<file path="config.mk">
export PLATFORM = sky130hd
export DESIGN_NAME = parking_gate_controller
export DESIGN_NICKNAME = d
export VERILOG_FILES = /design/src/rtl/parking_gate_controller_pkg.sv /design/src/rtl/parking_slot_finder.sv /design/src/rtl/parking_gate_controller.sv
export SDC_FILE = /design/constraint.sdc
export NUM_CORES = 1
export LEC_CHECK = 0
export ABC_AREA = 1
export CORE_AREA = 2 2 51 53
export CTS_BUF_LIST = sky130_fd_sc_hd__clkbuf_16
export DETAILED_ROUTE_END_ITERATION = 8
export DIE_AREA = 0 0 53 55
export PLACE_DENSITY = 0.8
export RECOVER_POWER = 50
export SLEW_MARGIN = 20
export SYNTH_ARGS = -nofsm -noshare
export SYNTH_HDL_FRONTEND = slang
export SYNTH_SLANG_ARGS = --single-unit
</file>
<file path="constraint.sdc">
create_clock -name clk -period 2.8 [get_ports clk]
set_clock_uncertainty 0.15 [all_clocks]
set_input_delay 0.56 -clock clk [delete_from_list [all_inputs] [get_ports clk]]
set_output_delay 0.56 -clock clk [all_outputs]
set_load 0.01 [all_outputs]
</file>
<file path="src/rtl/parking_gate_controller_pkg.sv">
// Shared constants for the parking gate controller slice: lot geometry,
// FSM state encodings and arbitration grant encodings.
package parking_gate_controller_pkg;

    localparam int unsigned NUM_SLOTS      = 8;
    localparam int unsigned SLOT_W         = 3;
    localparam int unsigned TIMEOUT_CYCLES = 255;

    localparam logic [1:0] S_IDLE       = 2'd0;
    localparam logic [1:0] S_ENTRY_OPEN = 2'd1;
    localparam logic [1:0] S_EXIT_OPEN  = 2'd2;

    localparam logic G_ENTRY = 1'b0;
    localparam logic G_EXIT  = 1'b1;

endpackage

</file>
<file path="src/rtl/parking_slot_finder.sv">
// Combinational priority encoder: index of the lowest free (0) occupancy bit,
// with none_free raised when every slot is taken.
module parking_slot_finder #(
    parameter int unsigned NUM_SLOTS = parking_gate_controller_pkg::NUM_SLOTS,
    parameter int unsigned SLOT_W    = parking_gate_controller_pkg::SLOT_W
) (
    input  logic [NUM_SLOTS-1:0] occupancy,
    output logic [SLOT_W-1:0]    free_slot,
    output logic                 none_free
);

    always_comb begin
        free_slot = '0;
        none_free = 1'b1;
        for (int unsigned i = 0; i < NUM_SLOTS; i++) begin
            if (!occupancy[i] && none_free) begin
                free_slot = SLOT_W'(i);
                none_free = 1'b0;
            end
        end
    end

endmodule

</file>
<file path="src/rtl/parking_gate_controller.sv">
// Entry/exit gate sequencer and slot-occupancy owner for the parking lot.
// Optional gate abort timer enabled by defining GATE_TIMEOUT_EN.
module parking_gate_controller #(
    parameter int unsigned NUM_SLOTS      = parking_gate_controller_pkg::NUM_SLOTS,
    parameter int unsigned SLOT_W         = parking_gate_controller_pkg::SLOT_W,
    parameter int unsigned TIMEOUT_CYCLES = parking_gate_controller_pkg::TIMEOUT_CYCLES
) (
    input  logic                 clk,
    input  logic                 rst_n,
    input  logic                 entry_req,
    input  logic                 exit_req,
    input  logic [SLOT_W-1:0]    exit_slot,
    input  logic                 car_passed,
    output logic                 entry_gate_open,
    output logic                 exit_gate_open,
    output logic [SLOT_W-1:0]    assigned_slot,
    output logic                 assigned_valid,
    output logic [NUM_SLOTS-1:0] occupancy,
    output logic                 full,
    output logic                 busy,
    output logic                 exit_err
`ifdef GATE_TIMEOUT_EN
    ,
    output logic                 timeout_pulse
`endif
);

    import parking_gate_controller_pkg::*;

    localparam logic [NUM_SLOTS-1:0] SLOT_ONE = NUM_SLOTS'(1);

    logic [1:0]        state;
    logic              last_grant;
    logic [SLOT_W-1:0] exit_latched;
    logic [SLOT_W-1:0] free_slot;
    logic              none_free;
    logic              entry_ok;
    logic              exit_ok;
    logic              grant_entry;
    logic              grant_exit;
`ifdef GATE_TIMEOUT_EN
    logic [7:0]        tmo_cnt;
    logic              tmo_hit;
`endif

    parking_slot_finder #(
        .NUM_SLOTS (NUM_SLOTS),
        .SLOT_W    (SLOT_W)
    ) u_slot_finder (
        .occupancy (occupancy),
        .free_slot (free_slot),
        .none_free (none_free)
    );

    assign full            = &occupancy;
    assign busy            = (state != S_IDLE);
    assign entry_gate_open = (state == S_ENTRY_OPEN);
    assign exit_gate_open  = (state == S_EXIT_OPEN);

    // Round robin on contention; a full lot leaves entry ineligible so exit wins.
    always_comb begin
        entry_ok    = entry_req & ~none_free;
        exit_ok     = exit_req & occupancy[exit_slot];
        grant_exit  = exit_ok & (~entry_ok | (last_grant == G_ENTRY));
        grant_entry = entry_ok & ~grant_exit;
    end

`ifdef GATE_TIMEOUT_EN
    assign tmo_hit = (tmo_cnt == 8'(TIMEOUT_CYCLES));
`endif

    always_ff @(posedge clk or negedge rst_n) begin
        if (!rst_n) begin
            state          <= S_IDLE;
            last_grant     <= G_EXIT;
            occupancy      <= '0;
            assigned_slot  <= '0;
            assigned_valid <= 1'b0;
            exit_err       <= 1'b0;
            exit_latched   <= '0;
`ifdef GATE_TIMEOUT_EN
            tmo_cnt        <= '0;
            timeout_pulse  <= 1'b0;
`endif
        end else begin
            assigned_valid <= 1'b0;
            exit_err       <= 1'b0;
`ifdef GATE_TIMEOUT_EN
            timeout_pulse  <= 1'b0;
`endif
            case (state)
                S_IDLE: begin
`ifdef GATE_TIMEOUT_EN
                    tmo_cnt <= '0;
`endif
                    if (exit_req && !occupancy[exit_slot])
                        exit_err <= 1'b1;
                    if (grant_exit) begin
                        state        <= S_EXIT_OPEN;
                        exit_latched <= exit_slot;
                        last_grant   <= G_EXIT;
                    end else if (grant_entry) begin
                        state          <= S_ENTRY_OPEN;
                        assigned_slot  <= free_slot;
                        assigned_valid <= 1'b1;
                        occupancy      <= occupancy | (SLOT_ONE << free_slot);
                        last_grant     <= G_ENTRY;
                    end
                end
                S_ENTRY_OPEN: begin
                    if (car_passed) begin
                        state <= S_IDLE;
`ifdef GATE_TIMEOUT_EN
                    end else if (tmo_hit) begin
                        // Car never came through: give the reserved slot back.
                        state         <= S_IDLE;
                        timeout_pulse <= 1'b1;
                        occupancy     <= occupancy & ~(SLOT_ONE << assigned_slot);
                    end else begin
                        tmo_cnt <= tmo_cnt + 8'd1;
`endif
                    end
                end
                S_EXIT_OPEN: begin
                    if (car_passed) begin
                        state     <= S_IDLE;
                        occupancy <= occupancy & ~(SLOT_ONE << exit_latched);
`ifdef GATE_TIMEOUT_EN
                    end else if (tmo_hit) begin
                        state         <= S_IDLE;
                        timeout_pulse <= 1'b1;
                    end else begin
                        tmo_cnt <= tmo_cnt + 8'd1;
`endif
                    end
                end
                default: state <= S_IDLE;
            endcase
        end
    end

endmodule

</file>
Word level (Yosys, flattened, before mapping)
Cells that the tools add are included.

Flip-flop bits (word level): 19. Bits of input ports: 8. Logic and storage cells: 88.

$lt $le $gt $ge: 1. Equality and inequality tests: 7. Shift-type cells: 2. Mux-type cells: 32. Bitwise logic cells: 12. Reduce and logical (&&, ||, !) cells: 27.

Operator list (number): 2-to-1 mux 8 bit (3); 2-to-1 mux 1 bit (17); case mux 8 bit (2 select lines) (1); left shift 1 x 3 -> 8 bit (first input constant) (2); 2-to-1 mux 3 bit (4); 2-to-1 mux 2 bit (5); bitwise AND 8 bit (1); logical AND 1 bit (8); zero test 1 bit (8); NOT 8 bit (1); bitwise OR 8 bit (1); AND reduction 8 bit (1); != test 2 bit (second input constant) (3); AND reduction 2 bit (3); nonzero test 2 bit (3); bitwise AND 1 bit (4); < comparator 3 x 4 -> 1 bit (second input constant) (1); NOT 1 bit (4); case mux 2 bit (2 select lines) (1); AND reduction 4 bit (1); binary-select mux 1 bit (select 3 bit) (1); != test 3 bit (second input constant) (1); AND reduction 3 bit (1); == test 2 x 1 -> 1 bit (second input constant) (1); other kinds (5) (5).

Depth between registers and ports, before layout
Gate-level depths: netlist of run 1.

Depth in word-level cells: 25. Depth in mapped cells: 12. Depth with buffers taken out: 12.

Modules after synthesis
Synthesis of run 1 repeated with hierarchy kept, for this count alone.

Cell total of the unflattened synthesis: 176. Area, all modules: 1278.7 um^2.

By module, submodules not included: parking_gate_controller (instances 1, cells each 154, area each 1179.9 um^2, sequential area each 476.7 um^2); parking_slot_finder (instances 1, cells each 22, area each 98.8 um^2, sequential area each 0.0 um^2).

Worst setup path after synthesis of run 1
OpenSTA, ideal clock, no wires.

Kind: register to register. From: register state[0]. To: register occupancy[1]. Data arrival time: 1.483 ns. Required time: 2.533 ns. Slack: 1.050 ns. Cell stages (with the launch flop): 9. Period minus slack after synthesis: 1.750 ns. Cells stage by stage: dfrtp_1 -> inv_1 -> ha_1 -> dlygate4sd1_1 -> nand2_1 -> o21ai_0 -> o21ai_0 -> nand3_1 -> nand2_1.

Word-level cells in the longest chain between the ends: 3.

Ends and longest elaborated chain: from (decl) (RTL line parking_gate_controller.sv:32) `logic [1:0] state;`; from (signal assigned) (RTL line parking_gate_controller.sv:74) `state <= S_IDLE;`; from (signal assigned) (RTL line parking_gate_controller.sv:99) `state <= S_EXIT_OPEN;`; from (signal assigned) (RTL line parking_gate_controller.sv:103) `state <= S_ENTRY_OPEN;`; == test 2 bit *; via exit_gate_open (RTL line parking_gate_controller.sv:15) `output logic exit_gate_open,`; != test 2 bit (no source line) / nonzero test 2 bit (equally long branches); AND reduction 4 bit (no source line); to (signal assigned) (RTL line parking_gate_controller.sv:106) `occupancy <= occupancy | (SLOT_ONE << free_slot);`; to (signal assigned) (RTL line parking_gate_controller.sv:127) `occupancy <= occupancy & ~(SLOT_ONE << exit_latched);`; to (decl) (RTL line parking_gate_controller.sv:18) `output logic [NUM_SLOTS-1:0] occupancy,`.

The timed path passes the listed nets; every way through them passes the cells marked *. A chain may end at the register's enable or synchronous reset.

Final worst setup path of run 1
From: register state[0]. To: output exit_gate_open.

Word-level cells in the longest chain between the ends: 1.

Ends and longest elaborated chain: == test 2 bit (RTL line parking_gate_controller.sv:58) `assign exit_gate_open = (state == S_EXIT_OPEN);`; to (decl) (RTL line parking_gate_controller.sv:15).

Every way passes these cells.

==> results of run 1 <==
## where the power goes
part | internal [mW] | switching (mW) | leakage [nW]
sequential | 0.374 | 0.0966 | 0.245
combinational | 0.285 | 0.403 | 0.518
clock | 0.192 | 0.107 | 0.0409
## cells by family (layout without fill, tap and decap cells)
logic type | Yosys count | after routing | synth area share [%]
simple gates | 96 | 96 | 39.44
buf+inv | 24 | 52 | 7.971
compound gates | 23 | 23 | 10.04
flops | 19 | 19 | 39.44
fa+ha+maj | 3 | 3 | 3.106
## worst max-delay path: cells and delay by family (launching register included)
kind	cells	cell delay (ns)
buf+inv	2	0.72
fa+ha+maj	1	0.44
flops	1	0.40
## per-stage QoR
| stage | hold WS [ns] | power (mW) | cells |
|---|---|---|---|
| finish | 0.3294 | 1.458 | 223 |
| global route | 0.3801 | 1.573 | 223 |
| CTS | 0.3383 | 1.474 | 223 |
| detailed placement | 0.3238 | 1.166 | 219 |
| global placement | 0.3187 | 1.146 | 219 |
| floorplan | 0.1144 | 0.8898 | 165 |
## layout by cell type, fill, tap and decap left out, types with 9 or more instances in the layout
| cell type | n |
|---|---|
| dlygate4sd3_1 | 9 |
| nand2_1 | 64 |
| nand3_1 | 17 |
| inv_1 | 22 |
| dfrtp_1 | 18 |
| clkdlybuf4s50_1 | 15 |
| o21ai_0 | 17 |
## how the worst max path moves through the flow
stage	to	cells after the start
after floorplan	occupancy[1]	8
after global placement	occupancy[4]	13
after detailed placement	occupancy[2]	13
after CTS	exit_gate_open	3
after global routing	exit_gate_open	3
final	exit_gate_open	3
## metal layers
metal  vias up  part of all wire, %  wire length [um]
met4         0                  3.3                98
met3        11                  5.4               160
met1       538                   43              1259
li1        581                    -                 -
met5         -                    0                 0
met2        52                   49              1440
## layout make-up
type	instances	area (um^2)
fillers	202	803.3
well taps	30	37.54
flip-flops and latches	19	476.7
repair buffers	25	244.0
multi-input cells	122	635.6
inverters	23	87.58
clock inverters	1	5.005
clock buffers	3	75.07
## registers in the layout, indices dropped and copies added, names as in the netlist
name,flops
occupancy,8
assigned_slot,3
exit_latched,3
state,2
assigned_valid,1
exit_err,1
last_grant,1
==> out/qor.csv, run 1 <==
metric;value;unit
initial antenna violation count;0;
Slew headroom;28.27;%
via/cell ratio;5.300;
# nets final;205;
synth warn;0;
routed len/inst;13.26;um
Worst VDD drop;0.0006404;V
Core ar.;2365;um^2
CP endpoint kind;output pin;
Tightest Pin Transition;1.076;ns
Max Cap Violations;0;
post-CTS setup repair buffer count;0;
average size of a mapped cell;7.325;um^2
FF+latch count, synth;19;
register area share after synthesis;39.44;%
crit-path max FO;13;
routability congestion estimate;0.9618;
CTS Buf Count;3;
Die W;53;um
DP Area;1485;um^2
RSZ-0062 raised after global routing;false;
wire length after detailed routing;2958;um
Worst Setup Slack, final;0.2740;ns
worst r2r path cells;7;
CTS max path bufs;2;
antenna cell count;0;
Final setup viols;0;
synth cell count leaders;64 x nand2_1, 22 x inv_1, 18 x dfrtp_1;
cts repair resizes;0;
largest net degree at the start of global routing;20;
met1 Resource Use GR;30.91;%
min cycle time layout;2.526;ns
FF-to-FF End;occupancy[5];
CTS tree;built;
row count;18;
die area;2915;um^2
Total GRT Usage;23.70;%
Area Overhead vs Synth;29.19;%
Initial Util;51.11;%
crit path cell chain;inv_1 > ha_1 > clkdlybuf4s50_1;
WHS Path Cells;2;
Place WS;0.4702;ns
Worst-path clk slew;0.06;ns
share of cells above drive strength 1;8.808;%
I/O pin count;25;
CTS HTree Levels;1;
met2 usage;38.33;%
startpoint types;register;
origin of the worst min-delay path;assigned_slot[2];
Synth Flop Type;dfrtp_1;
max-slew violations;0;
Post-Syn Instances;165;
detailed router's first-iteration violation count;38;
post-synth top area cell;dfrtp_1;
drt first pass iters;4;
hold buffer count at CTS;0;
total number of vias;1182;
Worst Hold Class;register to register;
Yosys top cell area share;37.27;%
busiest grt layer;met2;
first-pass GRT wire length;4885;um
HPWL after DPL;2159;um
Synthesized Nets;176;
final hold vios;0;
flop2flop setup slack;0.90;ns
FF-to-FF Start;state[0];
Distinct cells, synth;20;
Worst-Skew Late Latency;0.25;ns
Worst path max stage delay;0.63;ns
Area contributors post-synth;dfrtp_1 37%, nand2_1 20%, nand3_1 7.0%, o21ai_0 7.0%, inv_1 6.8%;
WP data required;2.09;ns
fin util;66.03;%
WS Path Type;register to output pin;
final instance area;1562;um^2
Post-synth EDFFs;0;
Critical Path Source;state[0];
CTS sink cnt;19;
setup TNS;0;ns
Async SR Flop Fraction;100.0;%
drt drc;0;
Max Clock Freq;0.3959;GHz
CP arrival;1.82;ns
vias in the first global route;1022;
most numerous cell in the Yosys netlist;nand2_1;
period utilization;90.21;%
Slowest cell on crit path;clkdlybuf4s50_1;
GRT overflow;0;
hold endpoint;assigned_slot[2];
met3 usage;2.957;%
P_leak;0.8038;nW
root buffer cell;clkbuf_16;
input/output buffers;24;
status;complete, no violations;
DIE HEIGHT;55;um
antenna viol nets, final;0;
PwrDens;933.5;nW/um^2
Mapped Area;1209;um^2
(Power assumes the default switching activity.)
==> inputs of run 2 (changes only) <==
--- a/config.mk
+++ b/config.mk
@@ -6,6 +6,7 @@
 export NUM_CORES = 1
 export LEC_CHECK = 0
 export ABC_AREA = 1
+export CAP_MARGIN = 20
 export CORE_AREA = 2 2 51 53
 export CTS_BUF_LIST = sky130_fd_sc_hd__clkbuf_16
 export DETAILED_ROUTE_END_ITERATION = 8
==> results of run 2 <==
No change in the layout: final DEF, timing and power equal those of run 1.
